File: src/rtl/player_motion_ctrl_if.sv
// Frame-rate handshake between the keyboard/collision side and the player motion sequencer.
// master drives keys, strobe and collision flags; slave returns the registered motion update.
interface player_motion_ctrl_if;
    logic        frame_tick;
    logic [31:0] keycode;
    logic        on_ground;
    logic        hit_ceiling;
    logic        hit_wall_left;
    logic        hit_wall_right;
    logic [9:0]  motion_x;
    logic [9:0]  motion_y;
    logic        motion_valid;
    logic [1:0]  state;
    logic        facing_left;

    modport master (
        output frame_tick, keycode, on_ground, hit_ceiling, hit_wall_left, hit_wall_right,
        input  motion_x, motion_y, motion_valid, state, facing_left
    );

    modport slave (
        input  frame_tick, keycode, on_ground, hit_ceiling, hit_wall_left, hit_wall_right,
        output motion_x, motion_y, motion_valid, state, facing_left
    );
endinterface

File: src/rtl/player_motion_ctrl.sv
// Per-frame player motion sequencer: key decode, GROUND/RISE/FALL jump FSM, horizontal ramp.
// Latency 1 Clk after frame_tick (motion_valid pulse); no backpressure, one update per frame.
module player_motion_ctrl #(
    parameter int         JUMP_V0   = 8,
    parameter int         MAX_HOLD  = 4,
    parameter int         GRAV_DIV  = 2,
    parameter int         MAX_FALL  = 6,
    parameter int         WALK_MAX  = 2,
    parameter logic [7:0] KEY_LEFT  = 8'h04,
    parameter logic [7:0] KEY_RIGHT = 8'h07,
    parameter logic [7:0] KEY_JUMP  = 8'h1A
) (
    input  logic Clk,
    input  logic Reset_n,
    player_motion_ctrl_if.slave bus
);
    localparam int HW = (MAX_HOLD > 0) ? $clog2(MAX_HOLD + 1) : 1;
    localparam int GW = (GRAV_DIV > 1) ? $clog2(GRAV_DIV) : 1;

    localparam logic [HW-1:0]     HOLD_MAX  = HW'(MAX_HOLD);
    localparam logic [GW-1:0]     GRAV_LAST = GW'(GRAV_DIV - 1);
    localparam logic signed [5:0] V0        = 6'(JUMP_V0);
    localparam logic signed [5:0] FALL_MAX  = 6'(MAX_FALL);
    localparam logic signed [5:0] WALK      = 6'(WALK_MAX);

    typedef enum logic [1:0] {
        GROUND = 2'd0,
        RISE   = 2'd1,
        FALL   = 2'd2
    } state_t;

    state_t             state_q;
    logic signed [5:0]  vx;
    logic signed [5:0]  vy;
    logic [HW-1:0]      hold_cnt;
    logic [GW-1:0]      grav_cnt;
    logic               jump_armed;
    logic               valid_q;
    logic               facing_q;

    logic               key_left;
    logic               key_right;
    logic               key_jump;
    logic signed [5:0]  vx_target;
    logic signed [5:0]  vx_next;
    logic signed [5:0]  vy_inc;
    logic               grav_wrap;
    logic [GW-1:0]      grav_next;

    always_comb begin
        key_left  = 1'b0;
        key_right = 1'b0;
        key_jump  = 1'b0;
        for (int i = 0; i < 4; i++) begin
            key_left  = key_left  | (bus.keycode[8*i +: 8] == KEY_LEFT);
            key_right = key_right | (bus.keycode[8*i +: 8] == KEY_RIGHT);
            key_jump  = key_jump  | (bus.keycode[8*i +: 8] == KEY_JUMP);
        end
    end

    // Horizontal ramp: one px/frame step toward the target, then wall clamp on the new value.
    always_comb begin
        vx_target = 6'sd0;
        if (key_left && !key_right)
            vx_target = -WALK;
        else if (key_right && !key_left)
            vx_target = WALK;

        vx_next = vx;
        if (vx < vx_target)
            vx_next = vx + 6'sd1;
        else if (vx > vx_target)
            vx_next = vx - 6'sd1;

        if (bus.hit_wall_left && (vx_next < 6'sd0))
            vx_next = 6'sd0;
        if (bus.hit_wall_right && (vx_next > 6'sd0))
            vx_next = 6'sd0;
    end

    assign vy_inc    = vy + 6'sd1;
    assign grav_wrap = (grav_cnt == GRAV_LAST);
    assign grav_next = grav_wrap ? '0 : grav_cnt + 1'b1;

    always_ff @(posedge Clk) begin
        if (!Reset_n) begin
            state_q    <= GROUND;
            vx         <= '0;
            vy         <= '0;
            hold_cnt   <= '0;
            grav_cnt   <= '0;
            jump_armed <= 1'b0;
            valid_q    <= 1'b0;
            facing_q   <= 1'b0;
        end else begin
            valid_q <= bus.frame_tick;
            if (bus.frame_tick) begin
                vx <= vx_next;
                if (key_left ^ key_right)
                    facing_q <= key_left;
                if (!key_jump)
                    jump_armed <= 1'b1;

                case (state_q)
                    GROUND: begin
                        vy <= '0;
                        if (key_jump && jump_armed) begin
                            state_q    <= RISE;
                            vy         <= -V0;
                            hold_cnt   <= '0;
                            grav_cnt   <= '0;
                            jump_armed <= 1'b0;
                        end else if (!bus.on_ground) begin
                            state_q  <= FALL;
                            grav_cnt <= '0;
                        end
                    end
                    RISE: begin
                        if (bus.hit_ceiling) begin
                            state_q <= FALL;
                            vy      <= '0;
                        end else if (key_jump && (hold_cnt < HOLD_MAX)) begin
                            hold_cnt <= hold_cnt + 1'b1;
                        end else begin
                            // A release forfeits whatever hold time remained for this jump.
                            if (!key_jump)
                                hold_cnt <= HOLD_MAX;
                            grav_cnt <= grav_next;
                            if (grav_wrap) begin
                                vy <= vy_inc;
                                if (vy_inc == 6'sd0)
                                    state_q <= FALL;
                            end
                        end
                    end
                    FALL: begin
                        if (bus.on_ground) begin
                            state_q  <= GROUND;
                            vy       <= '0;
                            grav_cnt <= '0;
                        end else begin
                            grav_cnt <= grav_next;
                            if (grav_wrap && (vy < FALL_MAX))
                                vy <= vy_inc;
                        end
                    end
                    default: begin
                        state_q <= GROUND;
                        vy      <= '0;
                    end
                endcase
            end
        end
    end

    assign bus.motion_x     = {{4{vx[5]}}, vx};
    assign bus.motion_y     = {{4{vy[5]}}, vy};
    assign bus.motion_valid = valid_q;
    assign bus.state        = state_q;
    assign bus.facing_left  = facing_q;
endmodule

File: src/flat_wrapper.sv
// flat-port wrapper written by rule: the top's interface ports become plain ports
module player_motion_ctrl_flat 
#(
    parameter int         JUMP_V0   = 8,
    parameter int         MAX_HOLD  = 4,
    parameter int         GRAV_DIV  = 2,
    parameter int         MAX_FALL  = 6,
    parameter int         WALK_MAX  = 2,
    parameter logic [7:0] KEY_LEFT  = 8'h04,
    parameter logic [7:0] KEY_RIGHT = 8'h07,
    parameter logic [7:0] KEY_JUMP  = 8'h1A
)
  (Clk, Reset_n, bus_frame_tick, bus_keycode, bus_on_ground, bus_hit_ceiling, bus_hit_wall_left, bus_hit_wall_right, bus_motion_x, bus_motion_y, bus_motion_valid, bus_state, bus_facing_left);
  player_motion_ctrl_if bus_i ();
  input  logic Clk;
  input  logic Reset_n;
  input wire logic [$bits(bus_i.frame_tick)-1:0] bus_frame_tick;
  input wire logic [$bits(bus_i.keycode)-1:0] bus_keycode;
  input wire logic [$bits(bus_i.on_ground)-1:0] bus_on_ground;
  input wire logic [$bits(bus_i.hit_ceiling)-1:0] bus_hit_ceiling;
  input wire logic [$bits(bus_i.hit_wall_left)-1:0] bus_hit_wall_left;
  input wire logic [$bits(bus_i.hit_wall_right)-1:0] bus_hit_wall_right;
  output wire logic [$bits(bus_i.motion_x)-1:0] bus_motion_x;
  output wire logic [$bits(bus_i.motion_y)-1:0] bus_motion_y;
  output wire logic [$bits(bus_i.motion_valid)-1:0] bus_motion_valid;
  output wire logic [$bits(bus_i.state)-1:0] bus_state;
  output wire logic [$bits(bus_i.facing_left)-1:0] bus_facing_left;
  assign bus_i.frame_tick = bus_frame_tick;
  assign bus_i.keycode = bus_keycode;
  assign bus_i.on_ground = bus_on_ground;
  assign bus_i.hit_ceiling = bus_hit_ceiling;
  assign bus_i.hit_wall_left = bus_hit_wall_left;
  assign bus_i.hit_wall_right = bus_hit_wall_right;
  assign bus_motion_x = bus_i.motion_x;
  assign bus_motion_y = bus_i.motion_y;
  assign bus_motion_valid = bus_i.motion_valid;
  assign bus_state = bus_i.state;
  assign bus_facing_left = bus_i.facing_left;
  player_motion_ctrl #(.JUMP_V0(JUMP_V0), .MAX_HOLD(MAX_HOLD), .GRAV_DIV(GRAV_DIV), .MAX_FALL(MAX_FALL), .WALK_MAX(WALK_MAX), .KEY_LEFT(KEY_LEFT), .KEY_RIGHT(KEY_RIGHT), .KEY_JUMP(KEY_JUMP)) u_core (.Clk(Clk), .Reset_n(Reset_n), .bus(bus_i));
endmodule
File: config.mk
export PLATFORM = sky130hd
export DESIGN_NAME = player_motion_ctrl_flat
export DESIGN_NICKNAME = d
export VERILOG_FILES = /design/src/rtl/player_motion_ctrl_if.sv /design/src/rtl/player_motion_ctrl.sv /design/src/flat_wrapper.sv
export SDC_FILE = /design/constraint.sdc
export NUM_CORES = 1
export LEC_CHECK = 0
export CAP_MARGIN = 5
export CELL_PAD_IN_SITES_DETAIL_PLACEMENT = 1
export CELL_PAD_IN_SITES_GLOBAL_PLACEMENT = 1
export CORE_UTILIZATION = 35
export CTS_CLUSTER_DIAMETER = 150
export DETAILED_ROUTE_END_ITERATION = 7
export PLACE_DENSITY = 0.95
export SETUP_SLACK_MARGIN = 0.4
export SYNTH_ARGS = -nofsm -noshare
export SYNTH_HDL_FRONTEND = slang
export SYNTH_SLANG_ARGS = --single-unit
File: constraint.sdc
create_clock -name Clk -period 8.7 [get_ports Clk]
set_input_delay 1.74 -clock Clk [delete_from_list [all_inputs] [get_ports Clk]]
set_output_delay 1.74 -clock Clk [all_outputs]
set_load 0.05 [all_outputs]
==> results of run 1 <==
-- power by group through the flow --
| stage | Combinational, mW | Sequential [mW] | Clock [mW] |
|---|---|---|---|
| CTS | 0.371 | 0.133 | 0.0688 |
| global route | 0.402 | 0.136 | 0.0727 |
| detailed placement | 0.370 | 0.136 | 0 |
| floorplan | 0.241 | 0.163 | 0 |
| global placement | 0.348 | 0.134 | 0 |
| finish | 0.373 | 0.133 | 0.0692 |
-- synth_stat cells (2+ instances only) --
cell type,number
sky130_fd_sc_hd__and2_1,2
sky130_fd_sc_hd__a22oi_1,2
sky130_fd_sc_hd__a21oi_1,17
sky130_fd_sc_hd__a211oi_1,2
sky130_fd_sc_hd__a31oi_1,2
sky130_fd_sc_hd__nor3b_1,5
sky130_fd_sc_hd__or3_1,5
sky130_fd_sc_hd__and3_1,3
sky130_fd_sc_hd__nand4b_1,3
sky130_fd_sc_hd__nand2_1,15
sky130_fd_sc_hd__nor2_1,17
sky130_fd_sc_hd__o211ai_1,4
sky130_fd_sc_hd__inv_1,15
sky130_fd_sc_hd__dfxtp_1,21
sky130_fd_sc_hd__a21o_1,2
sky130_fd_sc_hd__ha_1,15
sky130_fd_sc_hd__nand2b_1,5
sky130_fd_sc_hd__mux2i_1,4
sky130_fd_sc_hd__nor3_1,10
sky130_fd_sc_hd__nor4_1,2
sky130_fd_sc_hd__o211a_1,3
sky130_fd_sc_hd__buf_4,8
sky130_fd_sc_hd__nand3_1,14
sky130_fd_sc_hd__buf_6,2
sky130_fd_sc_hd__nand4_1,6
sky130_fd_sc_hd__o21ai_0,15
-- flip-flops by register name, summed over array words and instances, names as in the netlist --
signal	count
u_core.vx	6
u_core.vy	6
u_core.hold_cnt	3
u_core.bus.state	2
u_core.bus.facing_left	1
u_core.bus.motion_valid	1
u_core.grav_cnt	1
u_core.jump_armed	1
-- logic make-up (layout without fill, tap and decap cells) --
kind of cell	count (synthesis)	count (layout)	synth area share (%)
xor+xnor	2	2	0.9584
flops	21	21	23.00
mux	5	5	2.943
buf+inv	27	81	8.076
compound gates	59	59	22.04
fa+ha+maj	15	15	10.27
simple gates	101	101	32.72
-- through the flow --
stage | hold WS, ps | worst slack (ps) | std cells | utilization (%) | area [um2]
4_1_cts | 504.4 | 3383 | 351 | 50.97 | 2487
3_5_place_dp | 490.8 | 3109 | 347 | 50.03 | 2441
2_1_floorplan | 453.3 | 3938 | 230 | - | 1828
6_report | 505.6 | 3379 | 351 | 50.97 | 2487
3_3_place_gp | 468.1 | 3281 | 347 | 50.03 | 2441
5_1_grt | 516.2 | 3096 | 351 | 50.97 | 2487
-- final cells by class --
class / count / area [um2]
Clock buffer: 3 / 41.29
Inverter: 15 / 56.30
Multi-Input combinational cell: 182 / 1260
Sequential cell: 21 / 420.4
Timing Repair Buffer: 62 / 620.6
Fill cell: 620 / 2392
Clock inverter: 1 / 5.005
Tap cell: 67 / 83.83
-- worst paths after layout --
check,startpoint,cells past startpoint,end
max,bus_keycode[13],16,u_core.vx[0]
min,u_core.hold_cnt[1],2,u_core.hold_cnt[1]
min reg2reg,u_core.hold_cnt[1],2,u_core.hold_cnt[1]
max reg2reg,u_core.vx[3],8,u_core.vx[0]
-- layer usage --
metal	routed length, um	up-vias	GRT usage [%]
met5	0	-	0
met4	110	0	7.757
met3	281	12	3.252
met2	3036	72	42.32
met1	2360	989	25.10
li1	-	958	-
-- critical path, cell delays in order --
cell	delay (ps)
sky130_fd_sc_hd__clkdlybuf4s50_1	400
sky130_fd_sc_hd__nor3_1	270
sky130_fd_sc_hd__nand3_1	130
sky130_fd_sc_hd__or3_1	320
sky130_fd_sc_hd__o311ai_0	150
sky130_fd_sc_hd__inv_1	120
sky130_fd_sc_hd__ha_1	320
sky130_fd_sc_hd__inv_1	50
sky130_fd_sc_hd__ha_1	320
sky130_fd_sc_hd__nand4b_4	140
sky130_fd_sc_hd__o211a_1	270
sky130_fd_sc_hd__and4_2	240
sky130_fd_sc_hd__a221oi_2	240
sky130_fd_sc_hd__mux2i_2	350
sky130_fd_sc_hd__nand2_2	120
sky130_fd_sc_hd__o41ai_2	310
==> results_dict.tcl, run 1 <==
set metrics [dict create \
    required_ps 8870 \
    portion_of_total_power_attributed_to_sequential_cells_pct 23.1 \
    finalWirelength_mm 5.788 \
    max-clock-path-buffers 2 \
    hold_buffers 0 \
    clock_power_share_pct 12.0 \
    synth-edff-count 0 \
    vias_cell 5.786 \
    die_area_um2 5516 \
    synth.area.top_cells "sky130_fd_sc_hd__dfxtp_1 23%, sky130_fd_sc_hd__ha_1 10%, sky130_fd_sc_hd__a21oi_1 4.7%" \
    numClockSinks 21 \
    maximum_level_of_the_cts_h_tree 1 \
    post_cts_resized 0 \
    timing.reg2reg.setup_slack_ps 5940 \
    fp.coreArea_um2 4880 \
    postRouteAntennaNets 0 \
    timing_max_transition_violations_final 0 \
    synthDominantAreaCellType "sky130_fd_sc_hd__dfxtp_1" \
    number_of_antenna_violations_at_the_first_check_in_global_routing 0 \
    power_leakage_nw 0.9530 \
    routed_wire_length_per_instance_um 16.49 \
    total_switching_power_uw 280.8 \
    syn_nets 284 \
    period_share_pct 61.16 \
    cp-start-kind "primary input" \
    nets 339 \
    grt_remaining_overflow 0 \
    crit_path_class "primary input to register" \
    synth_seq_area_share_pct 23.00 \
    worst_skew_pair.late_latency_ps 270 \
    synth_cell_area_um2 1828 \
    portion_of_synthesized_cell_area_occupied_by_the_leading_cell_type_pct 23.00 \
    timing.critical_path.to_type "register" \
    synth.lib_cells_used.distinct 57 \
    place.detailed.hpwl_mm 4.518 \
    path_max_fanout 5 \
    worst_slew_pin_slew_ps 690.0 \
    top_level_ports 63 \
    worstPathArrival_ps 5490 \
    layout.cells.most_common_list "62 x sky130_fd_sc_hd__clkdlybuf4s50_1, 21 x sky130_fd_sc_hd__dfxtp_1, 17 x sky130_fd_sc_hd__nor2_1, 17 x sky130_fd_sc_hd__a21oi_1" \
    grt_pass1_vias 2117 \
    route.vias.total 2031 \
    gp_congestion 0.8821 \
    fmax_ghz 0.1879 \
    detailedRoute.firstPassIterationCount 4 \
    drive_above_1_share_pct 6.338 \
    clock_tree_from_tritoncts "built" \
    ys.warnings.count 0 \
    globalRouteTotalUtil_pct 22.25 \
    wire_length_of_the_first_global_routing_pass_mm 9.535 \
    post-cts-setup-buffers 0 \
    ys_async_sr_fraction_pct 0 \
    die_span_y_um 74.27 \
    power.density_nw_per_um2 231.0 \
    placementRows 25 \
    ys_seq_elements 21 \
    fin_worst_skew_ps 3.326 \
    drt-initial-drc-count 80 \
    timing.max_slew.rel_slack_pct 53.86 \
    cts_buffers 3 \
    initial_core_util_pct 37.46 \
    power_switching_share_pct 48.87 \
    synth_ff_type "sky130_fd_sc_hd__dfxtp_1" \
    power_total_uw 574.6 \
    antennaDiodeCount 0 \
    run_status "finished, final reports clean" \
    clk_pin_slew_worst_paths_ps 90 \
    drc 0 \
    area.growth.synth_to_final_pct 36.07 \
    timing.setup.tns_ps 0 \
    p_int_uw 293.8 \
    ctsRootBufferMaster "sky130_fd_sc_hd__clkbuf_8" \
    mostFrequentLayoutCell "sky130_fd_sc_hd__clkdlybuf4s50_1" \
    synthesis.instances 230 \
    port-buffer-count 62 \
    final.min_clock_period_ps 5321 \
    maximum_vdd_ir_drop_mv 0.1103 \
    setup_viol_count_final 0 \
    die_width_um 74.27 \
    unrepaired_setup_endpoints_after_global_routing "no" \
    hold_path_class "register to register" \
    power.combinational.fraction_pct 64.9 \
    syn-mean-instance-area_um2 7.948 \
    hold_violations 0 \
    cap_viol_max_count 0 \
    largest_net_degree_at_the_start_of_global_routing 20 \
]
No activity file was read; power rests on OpenSTA's default activity.
==> run 2, diff against run 1 <==
--- a/config.mk
+++ b/config.mk
@@ -8,10 +8,10 @@
 export CAP_MARGIN = 5
 export CELL_PAD_IN_SITES_DETAIL_PLACEMENT = 1
 export CELL_PAD_IN_SITES_GLOBAL_PLACEMENT = 1
-export CORE_UTILIZATION = 35
+export CORE_UTILIZATION = 29
 export CTS_CLUSTER_DIAMETER = 150
 export DETAILED_ROUTE_END_ITERATION = 7
-export PLACE_DENSITY = 0.95
+export PLACE_DENSITY = 0.86
 export SETUP_SLACK_MARGIN = 0.4
 export SYNTH_ARGS = -nofsm -noshare
 export SYNTH_HDL_FRONTEND = slang
==> constraint.sdc (replaced) <==
create_clock -name Clk -period 4.4 [get_ports Clk]
set_input_delay 0.88 -clock Clk [delete_from_list [all_inputs] [get_ports Clk]]
set_output_delay 0.88 -clock Clk [all_outputs]
set_load 0.05 [all_outputs]
==> run 2 against run 1 <==
Die area is 20% higher. Routed wire length is 9.0% higher. Clock power up 86%. First-iteration DRC count grew 13%. Hold slack got worse by 15 ps. Sequential power rose by 100%. Critical path depth stayed put. Worst setup slack got worse by 2900 ps.
==> results_dict.tcl, run 2 (same netlist as run 1, synthesis figures left out) <==
set metrics [dict create \
    run_status "finished, final reports clean" \
    worst_slew_pin_slew_ps 784.0 \
    hold_path_class "register to register" \
    unrepaired_setup_endpoints_after_global_routing "no" \
    critPathSlowestCell "sky130_fd_sc_hd__clkdlybuf4s50_1" \
    required_ps 4590 \
    power_leakage_nw 1.288 \
    cp-start-kind "primary input" \
    period_share_pct 87.99 \
    place.detailed.instances 363 \
    numClockSinks 21 \
    critical_path.n_buffers_inverters 4 \
    dr_wl_met2_mm 3.363 \
    max-clock-path-buffers 2 \
    die_span_y_um 81.40 \
    path_max_fanout 4 \
    placementRows 28 \
    routed_wire_length_per_instance_um 16.78 \
    hold-worst-slack_ps 491.1 \
    gp_congestion 0.8209 \
    reg_to_reg_start "u_core.vx[1]" \
    wire_length_of_the_first_global_routing_pass_mm 10.13 \
    top_level_ports 63 \
    initial_core_util_pct 30.51 \
    route.top_layer_used "met4" \
    place.detailed.hpwl_mm 4.459 \
    clk_pin_slew_worst_paths_ps 80 \
    fmax_ghz 0.2583 \
    layout.cells.most_common_list "35 x sky130_fd_sc_hd__clkdlybuf4s50_1, 23 x sky130_fd_sc_hd__dlymetal6s2s_1, 21 x sky130_fd_sc_hd__dfxtp_1" \
    globalRouteTotalUtil_pct 19.41 \
    cts_buffers 3 \
    drt-initial-drc-count 90 \
    drc 0 \
    power.density_nw_per_um2 466.1 \
    ctsRootBufferMaster "sky130_fd_sc_hd__clkbuf_8" \
    setup_viol_count_final 0 \
    area.sequential_um2 420.4 \
    worst_skew_pair.late_latency_ps 260 \
    holdCritStartpoint "u_core.hold_cnt[1]" \
    timing.max_slew.rel_slack_pct 47.57 \
    finalCoreUtilization_pct 48.12 \
    detailedRoute.firstPassIterationCount 4 \
    fill_cells 703 \
    timing.reg2reg.setup_slack_ps 1770 \
    die_width_um 81.40 \
    timing.critical_path.to_type "register" \
    multiInputGateArea_um2 1474 \
    min_path_cells 2 \
    worst_path_dominant_cell_family "compound AO/OA/AOI/OAI gates" \
    number_of_antenna_violations_at_the_first_check_in_global_routing 0 \
    final.min_clock_period_ps 3872 \
    drive_above_1_share_pct 22.26 \
    port-buffer-count 62 \
    maximum_vdd_ir_drop_mv 0.2867 \
    worstRegToRegCells 10 \
    antennaDiodeCount 0 \
    final_cells 376 \
    largest_regs "u_core.vx (6), u_core.vy (6), u_core.hold_cnt (3)" \
    grt_pass1_vias 2227 \
    nets 356 \
    crit_path_class "primary input to register" \
    worstPathArrival_ps 4060 \
    fin_worst_skew_ps 2.393 \
    whs_endpoint "u_core.hold_cnt[1]" \
    postRouteAntennaNets 0 \
    largest_net_degree_at_the_start_of_global_routing 20 \
    worstPathCellList "clkdlybuf4s50_1 > and3_4 > a31oi_4 > o221ai_2 > buf_4 > ha_4 > inv_2 > ha_4 > nand4b_1 > o211ai_1 > nand2_1 > a221oi_4 > mux2i_2 > buf_4 > nand3_2 > a21oi_2" \
    area.growth.synth_to_final_pct 57.70 \
    route.vias.total 2072 \
    terminus_of_the_critical_flop_to_flop_path "u_core.vx[4]" \
    maximum_level_of_the_cts_h_tree 1 \
    die_area_um2 6625 \
    finalWirelength_mm 6.310 \
    vias_cell 5.511 \
    detail_route.wirelength.met1_mm 2.673 \
    mostFrequentLayoutCell "sky130_fd_sc_hd__clkdlybuf4s50_1" \
    fp.coreArea_um2 5991 \
    critical_path_s_largest_stage_delay_ps 420 \
    timing_max_transition_violations_final 0 \
    grt_remaining_overflow 0 \
    clock_tree_from_tritoncts "built" \
    routed_wl_met3_um 162 \
    cap_viol_max_count 0 \
    hold_violations 0 \
]
-- run 2: cell types whose count changed in the layout (fill, tap and decap cells not counted), sizes merged --
cell and delta:
buf +17, dlygate4sd2 +1, clkdlybuf4s50 -27, dlymetal6s2s +23, clkbuf +3
-- run 2: how the worst max path moves through the flow --
stage                                from      endpoint  slack [ps]  cells after the start
after global placement    bus_keycode[13]  u_core.vx[0]        -120                     16
after CTS                 bus_keycode[11]  u_core.vx[3]         410                     16
after detailed placement  bus_keycode[13]  u_core.vx[0]        -280                     15
final                     bus_keycode[18]  u_core.vx[4]         530                     16
after floorplan           bus_keycode[13]  u_core.vx[0]         500                     15
after global routing      bus_keycode[18]  u_core.vx[4]         380                     16
-- run 2: where the power goes --
part / total [mW] / internal [mW] / leakage [nW] / switching [mW]
registers: 0.272 / 0.213 / 0.170 / 0.0592
clock network: 0.129 / 0.0630 / 0.0255 / 0.0659
logic: 0.943 / 0.445 / 1.09 / 0.498
-- run 2: area by class of cell --
type	instances	area share, %
Multi-Input combinational cell	182	51.13
Tap cell	75	3.255
Clock inverter	1	0.1736
Sequential cell	21	14.58
Inverter	15	2.040
Timing Repair Buffer	79	27.39
Clock buffer	3	1.432
-- run 2: tightest hold or removal path, delay by kind of cell (launching register included) --
family,cells,cell delay (ps)
flops,1,320
compound gates,2,130
-- run 2: timing repair --
action | in CTS | in global routing
hold buffers | 0 | 0
pin swaps | 18 | 23
buffers inserted | 7 | 2
gates resized for setup | 28 | 43
setup endpoints to repair | 5 | 5
-- run 2: through the flow --
stage	instance area (um2)	setup TNS [ps]	setup slack (ps)	total power [mW]
floorplan	1828	0	498.5	0.7986
global placement	2511	-150.7	-117.4	1.006
detailed placement	2511	-852.4	-280.8	1.042
CTS	2755	0	415.0	1.308
global route	2883	0	380.4	1.427
finish	2883	0	528.5	1.344
-- run 2: layer usage --
metal | vias up | track usage [%]
met5 | - | 0
met4 | 0 | 7.321
met3 | 13 | 1.910
met2 | 54 | 35.67
met1 | 1013 | 22.87
li1 | 992 | -
